**src/rtl/gmii_tx_pkg.sv**
```systemverilog
// Shared types and constants for the GMII transmit framer.
// Padding to MIN_FRAME is built only when GMII_TX_PAD_EN is defined.
package gmii_tx_pkg;

  typedef enum logic [2:0] {
    S_IDLE,
    S_PRE,
    S_SFD,
    S_DATA,
    S_PAD,
    S_FCS,
    S_IFG
  } state_t;

  localparam logic [7:0]  PREAMBLE_BYTE = 8'h55;
  localparam logic [7:0]  SFD_BYTE      = 8'hD5;
  localparam logic [31:0] CRC_INIT      = 32'hFFFF_FFFF;
  localparam logic [31:0] CRC_POLY      = 32'h04C1_1DB7;
  localparam int          PRE_LEN       = 7;
  localparam logic [10:0] CNT_MAX       = 11'd2047;

  // Bit reversal, used to derive the LSB-first form of CRC_POLY.
  function automatic logic [31:0] rev32(input logic [31:0] v);
    logic [31:0] r;
    for (int i = 0; i < 32; i++) r[i] = v[31-i];
    return r;
  endfunction

endpackage

```
**src/rtl/crc32_d8.sv**
```systemverilog
// One-byte update of the Ethernet CRC-32 (LSB-first, reflected form).
// Purely combinational; the caller holds the running CRC register.
module crc32_d8
  import gmii_tx_pkg::*;
(
  input  logic [7:0]  data,
  input  logic [31:0] crc_in,
  output logic [31:0] crc_out
);

  localparam logic [31:0] POLY_R = rev32(CRC_POLY);

  // Shift eight data bits through the reflected LFSR.
  always_comb begin
    crc_out = crc_in ^ {24'h0, data};
    for (int i = 0; i < 8; i++) begin
      crc_out = crc_out[0] ? ((crc_out >> 1) ^ POLY_R)
                           : (crc_out >> 1);
    end
  end

endmodule

```
**src/rtl/gmii_tx_framer.sv**
```systemverilog
// GMII transmit framer: preamble, SFD, payload, optional pad, FCS, IFG.
// Define GMII_TX_PAD_EN to pad short frames up to MIN_FRAME bytes.
module gmii_tx_framer
  import gmii_tx_pkg::*;
#(
  parameter int IFG_BYTES = 12,
  parameter int MIN_FRAME = 60
) (
  input  logic       gmii_tx_clk,
  input  logic       sys_rst,
  input  logic [7:0] s_data,
  input  logic       s_valid,
  input  logic       s_last,
  output logic       s_ready,
  output logic [7:0] gmii_txd,
  output logic       gmii_tx_en,
  output logic       gmii_tx_er,
  output logic       frame_done,
  output logic       frame_abort
);

`ifdef GMII_TX_PAD_EN
  localparam bit PAD_EN = 1'b1;
`else
  localparam bit PAD_EN = 1'b0;
`endif

  localparam logic [10:0] MIN_CNT  = 11'(MIN_FRAME);
  localparam logic [10:0] PRE_LAST = 11'(PRE_LEN - 1);
  // The IDLE->PRE hop supplies the final idle byte of the gap.
  localparam logic [10:0] IFG_LAST = 11'(IFG_BYTES - 2);

  state_t      state, state_nx;
  logic [10:0] cnt, cnt_nx, cnt_inc;
  logic [31:0] crc, crc_nx, crc_upd, fcs;
  logic [7:0]  crc_din, txd_nx;
  logic        en_nx, er_nx, done_nx, abort_nx;

  assign s_ready = (state == S_DATA);
  assign fcs     = ~crc;
  assign crc_din = (state == S_DATA) ? s_data : 8'h00;
  assign cnt_inc = (cnt == CNT_MAX) ? cnt : cnt + 11'd1;

  crc32_d8 u_crc (
    .data    (crc_din),
    .crc_in  (crc),
    .crc_out (crc_upd)
  );

  // Next state and next registered GMII outputs.
  always_comb begin
    state_nx = state;
    cnt_nx   = cnt;
    crc_nx   = crc;
    txd_nx   = 8'h00;
    en_nx    = 1'b0;
    er_nx    = 1'b0;
    done_nx  = 1'b0;
    abort_nx = 1'b0;
    unique case (state)
      S_IDLE: begin
        if (s_valid) begin
          state_nx = S_PRE;
          cnt_nx   = '0;
          crc_nx   = CRC_INIT;
        end
      end
      S_PRE: begin
        txd_nx = PREAMBLE_BYTE;
        en_nx  = 1'b1;
        cnt_nx = cnt + 11'd1;
        if (cnt == PRE_LAST) state_nx = S_SFD;
      end
      S_SFD: begin
        txd_nx   = SFD_BYTE;
        en_nx    = 1'b1;
        cnt_nx   = '0;
        state_nx = S_DATA;
      end
      S_DATA: begin
        en_nx = 1'b1;
        if (s_valid) begin
          txd_nx = s_data;
          crc_nx = crc_upd;
          cnt_nx = cnt_inc;
          if (s_last) begin
            if (PAD_EN && (cnt_inc < MIN_CNT)) begin
              state_nx = S_PAD;
            end else begin
              state_nx = S_FCS;
              cnt_nx   = '0;
            end
          end
        end else begin
          er_nx    = 1'b1;
          abort_nx = 1'b1;
          cnt_nx   = '0;
          state_nx = S_IFG;
        end
      end
`ifdef GMII_TX_PAD_EN
      S_PAD: begin
        en_nx  = 1'b1;
        crc_nx = crc_upd;
        cnt_nx = cnt_inc;
        if (cnt_inc >= MIN_CNT) begin
          state_nx = S_FCS;
          cnt_nx   = '0;
        end
      end
`endif
      S_FCS: begin
        en_nx  = 1'b1;
        txd_nx = fcs[{cnt[1:0], 3'b000} +: 8];
        cnt_nx = cnt + 11'd1;
        if (cnt[1:0] == 2'd3) begin
          done_nx  = 1'b1;
          cnt_nx   = '0;
          state_nx = S_IFG;
        end
      end
      S_IFG: begin
        cnt_nx = cnt + 11'd1;
        if (cnt == IFG_LAST) state_nx = S_IDLE;
      end
      default: state_nx = S_IDLE;
    endcase
  end

  // State, counters, CRC and all GMII outputs are registered.
  always_ff @(posedge gmii_tx_clk or posedge sys_rst) begin
    if (sys_rst) begin
      state       <= S_IDLE;
      cnt         <= '0;
      crc         <= CRC_INIT;
      gmii_txd    <= 8'h00;
      gmii_tx_en  <= 1'b0;
      gmii_tx_er  <= 1'b0;
      frame_done  <= 1'b0;
      frame_abort <= 1'b0;
    end else begin
      state       <= state_nx;
      cnt         <= cnt_nx;
      crc         <= crc_nx;
      gmii_txd    <= txd_nx;
      gmii_tx_en  <= en_nx;
      gmii_tx_er  <= er_nx;
      frame_done  <= done_nx;
      frame_abort <= abort_nx;
    end
  end

endmodule

```
**config.mk**
```make
export PLATFORM = sky130hd
export DESIGN_NAME = gmii_tx_framer
export DESIGN_NICKNAME = d
export VERILOG_FILES = /design/src/rtl/gmii_tx_pkg.sv /design/src/rtl/crc32_d8.sv /design/src/rtl/gmii_tx_framer.sv
export SDC_FILE = /design/constraint.sdc
export NUM_CORES = 1
export LEC_CHECK = 0
export BUFFER_PORTS_ARGS = -buffer_cell sky130_fd_sc_hd__buf_2
export CAP_MARGIN = 20
export CORE_ASPECT_RATIO = 1.1
export CORE_UTILIZATION = 45
export DETAILED_ROUTE_END_ITERATION = 16
export PLACE_DENSITY = 0.69
export SYNTH_ARGS = -nofsm -noshare
export SYNTH_HDL_FRONTEND = slang
export SYNTH_HIERARCHICAL = 1
export SYNTH_SLANG_ARGS = --single-unit
```
**constraint.sdc**
```tcl
create_clock -name gmii_tx_clk -period 2.9 [get_ports gmii_tx_clk]
set_clock_uncertainty 0.15 [all_clocks]
set_input_delay 0.58 -clock gmii_tx_clk [delete_from_list [all_inputs] [get_ports gmii_tx_clk]]
set_output_delay 0.58 -clock gmii_tx_clk [all_outputs]
set_load 0.1 [all_outputs]
```
==> impl_metrics.tcl <==
set metrics [dict create \
    cp.arrival_ps 2570 \
    finalSetupViolations 0 \
    syn-num-nets 350 \
    r2r_cells 8 \
    cts_tree "built" \
    slew_headroom_pct 51.4 \
    gp_congestion 0.795 \
    tns_ps 0 \
    stdcell_count 472 \
    drt_first_pass_iters 5 \
    drt-initial-drc-count 141 \
    hold_buffers 0 \
    finalWorstSetupSlack_ps 446 \
    holdWs_ps 274 \
    die_x_um 88.7 \
    max_stage_delay_ps 440 \
    async_flop_share_pct 100 \
    worst_r2r_startpoint "state[1]" \
    grt_pass1_wl_um 14000 \
    synth_cells 335 \
    clock-sinks 57 \
    syn_area_um2 3720 \
    cp-end-kind "flop" \
    row_count 34 \
    design.core.area_um2 7960 \
    top_level_ports 25 \
    die_h_um 97.4 \
    area_growth_pct 13.2 \
    rsz0062_at_grt "no" \
    period_share_pct 84.6 \
    fmax_ghz 0.407 \
    status "finished, final reports clean" \
    hpwl_um 5840 \
    synth_edf_count 0 \
    cp.required_ps 3010 \
    layout_min_cycle_time_ps 2450 \
    path_cells "nand2_1 -> nor2_4 -> and2_1 -> xnor2_2 -> xnor2_2 -> xor2_1 -> xnor2_1 -> o22a_1" \
    drive_gt1_share_pct 30.8 \
    via_per_inst 5.65 \
    dr_total_vias 2668 \
    hold_class "in -> async" \
    nNetsFinal 374 \
    antenna_found_initial 0 \
    path_max_fanout 10 \
    grt-ovfl-total 0 \
    timing.rr.end "crc[26]" \
    r2r_slack_ps 450 \
    wl_per_cell_um 17.7 \
    crit_top_cell "xnor2_2" \
    worstMarginPinSlew_ps 730 \
    yosysSeqAreaShare_pct 39.4 \
    drc_errors 0 \
    slew_violations 0 \
    multi_input_comb_area_um2 2120 \
    ys_types 54 \
    dp.cells 456 \
    grt_pass1_vias 2716 \
    slowest_stage "xnor2_2" \
    hold_viol 0 \
    root_buffer "clkbuf_8" \
    drt_wl_total_um 8340 \
    h-tree-depth 3 \
    avgSynthCellArea_um2 11.1 \
    synth_warnings 6 \
    fillCellCount 713 \
    drv_cap 0 \
    grt_usage_pct 21.7 \
    clockBufferDepth 2 \
    antenna_cells 0 \
    post_cts_buffers 0 \
    ys_seq_elements 57 \
    pre_cts_ws_ps 431 \
    path_clk_slew_ps 70 \
    crit_type "reg -> reg" \
    worstSkewPairLatency_ps 340 \
    start_util_pct 46.8 \
    antenna_left 0 \
    cts_made_buffers 9 \
    ctsResizeCount 0 \
    die-area_um2 8630 \
    grt_max_degree 58 \
    seqCellArea_um2 1470 \
    worst_setup_path_start_kind "flop" \
    numPortBuffers 24 \
    synth_top_flop_cell "dfstp_2" \
]
final cells by class:
cell class,instances,share of cell area (%)
Clock buffer,11,3.36
Multi-Input combinational cell,245,50.4
Inverter,11,0.980
Tap cell,108,3.21
Clock inverter,5,2.44
Sequential cell,57,34.8
Timing Repair Buffer,35,4.81
Yosys cell counts (6+ instances only):
master	number	share of area, %
xnor2_1	44	10
dfstp_2	32	23
o22a_1	32	7.5
dfrtp_1	25	17
nand2_1	19	1.9
xor2_1	14	3.3
and2_1	12	2.0
inv_1	11	1.1
clkbuf_1	10	1.0
xnor2_2	9	3.9
buf_2	8	1.1
mux4_2	8	4.8
o21ai_0	8	1.1
a21o_1	7	1.4
nand2b_1	7	1.2
nand3_1	7	0.94
nor2_1	6	0.61
nor3_1	6	0.81
metal layers:
layer	global-route usage, %	up-vias	share of wire, %
met5	0	-	0
met4	9.31	0	2.2
met3	3.82	14	3.0
met2	35.4	56	53
met1	27.8	1345	42
li1	-	1253	-
sequential cells by signal (all words and copies together) (netlist names):
signal and cells:
gmii_tx_en 1, frame_done 1, frame_abort 1, cnt 11, state 3, crc 32
gmii_txd 8
logic make-up after synthesis:
| logic type | Yosys count | synth area share, % |
|---|---|---|
| AOI/OAI and AO/OA | 81 | 17.2 |
| and+or+nand+nor | 79 | 12.1 |
| xor gates and xnor gates | 72 | 21.0 |
| DFF | 57 | 39.4 |
| buffers and inverters | 33 | 3.83 |
| muxes | 10 | 5.42 |
| adders and majority gates | 3 | 1.01 |
per-stage QoR:
step	utilization, %	area [um^2]
6_report	52.9	4210
3_5_place_dp	49.9	3970
5_1_grt	52.9	4210
3_3_place_gp	49.9	3970
4_1_cts	52.9	4210
2_1_floorplan	-	3730
worst max path at each step:
stage / start / to
2_1_floorplan: state[1] / crc[29]
3_5_place_dp: s_data[2] / crc[24]
3_3_place_gp: s_data[2] / crc[24]
6_report: state[1] / crc[26]
5_1_grt: state[1] / crc[24]
4_1_cts: state[1] / crc[24]
cell usage in the layout, fill, tap and decap left out, drive strengths merged, types with 7 or more instances in the layout:
cell type and instances:
a21o 7, buf 35, dfrtp 25, o22a 32
nand2 19, nand3 7, nand2b 7, mux4 8
xnor2 57, and2 12, clkbuf 11, xor2 15
o21ai 8, dfstp 32, inv 11
critical path, delay by kind of cell (launching register included):
family / cells / cell delay [ps]
compound gates: 1 / 220
xor+xnor: 4 / 1070
flops: 1 / 350
simple gates: 3 / 590
Power is not shown: default switching activity piles up to over one toggle a cycle in this logic, so the estimate is an artifact.
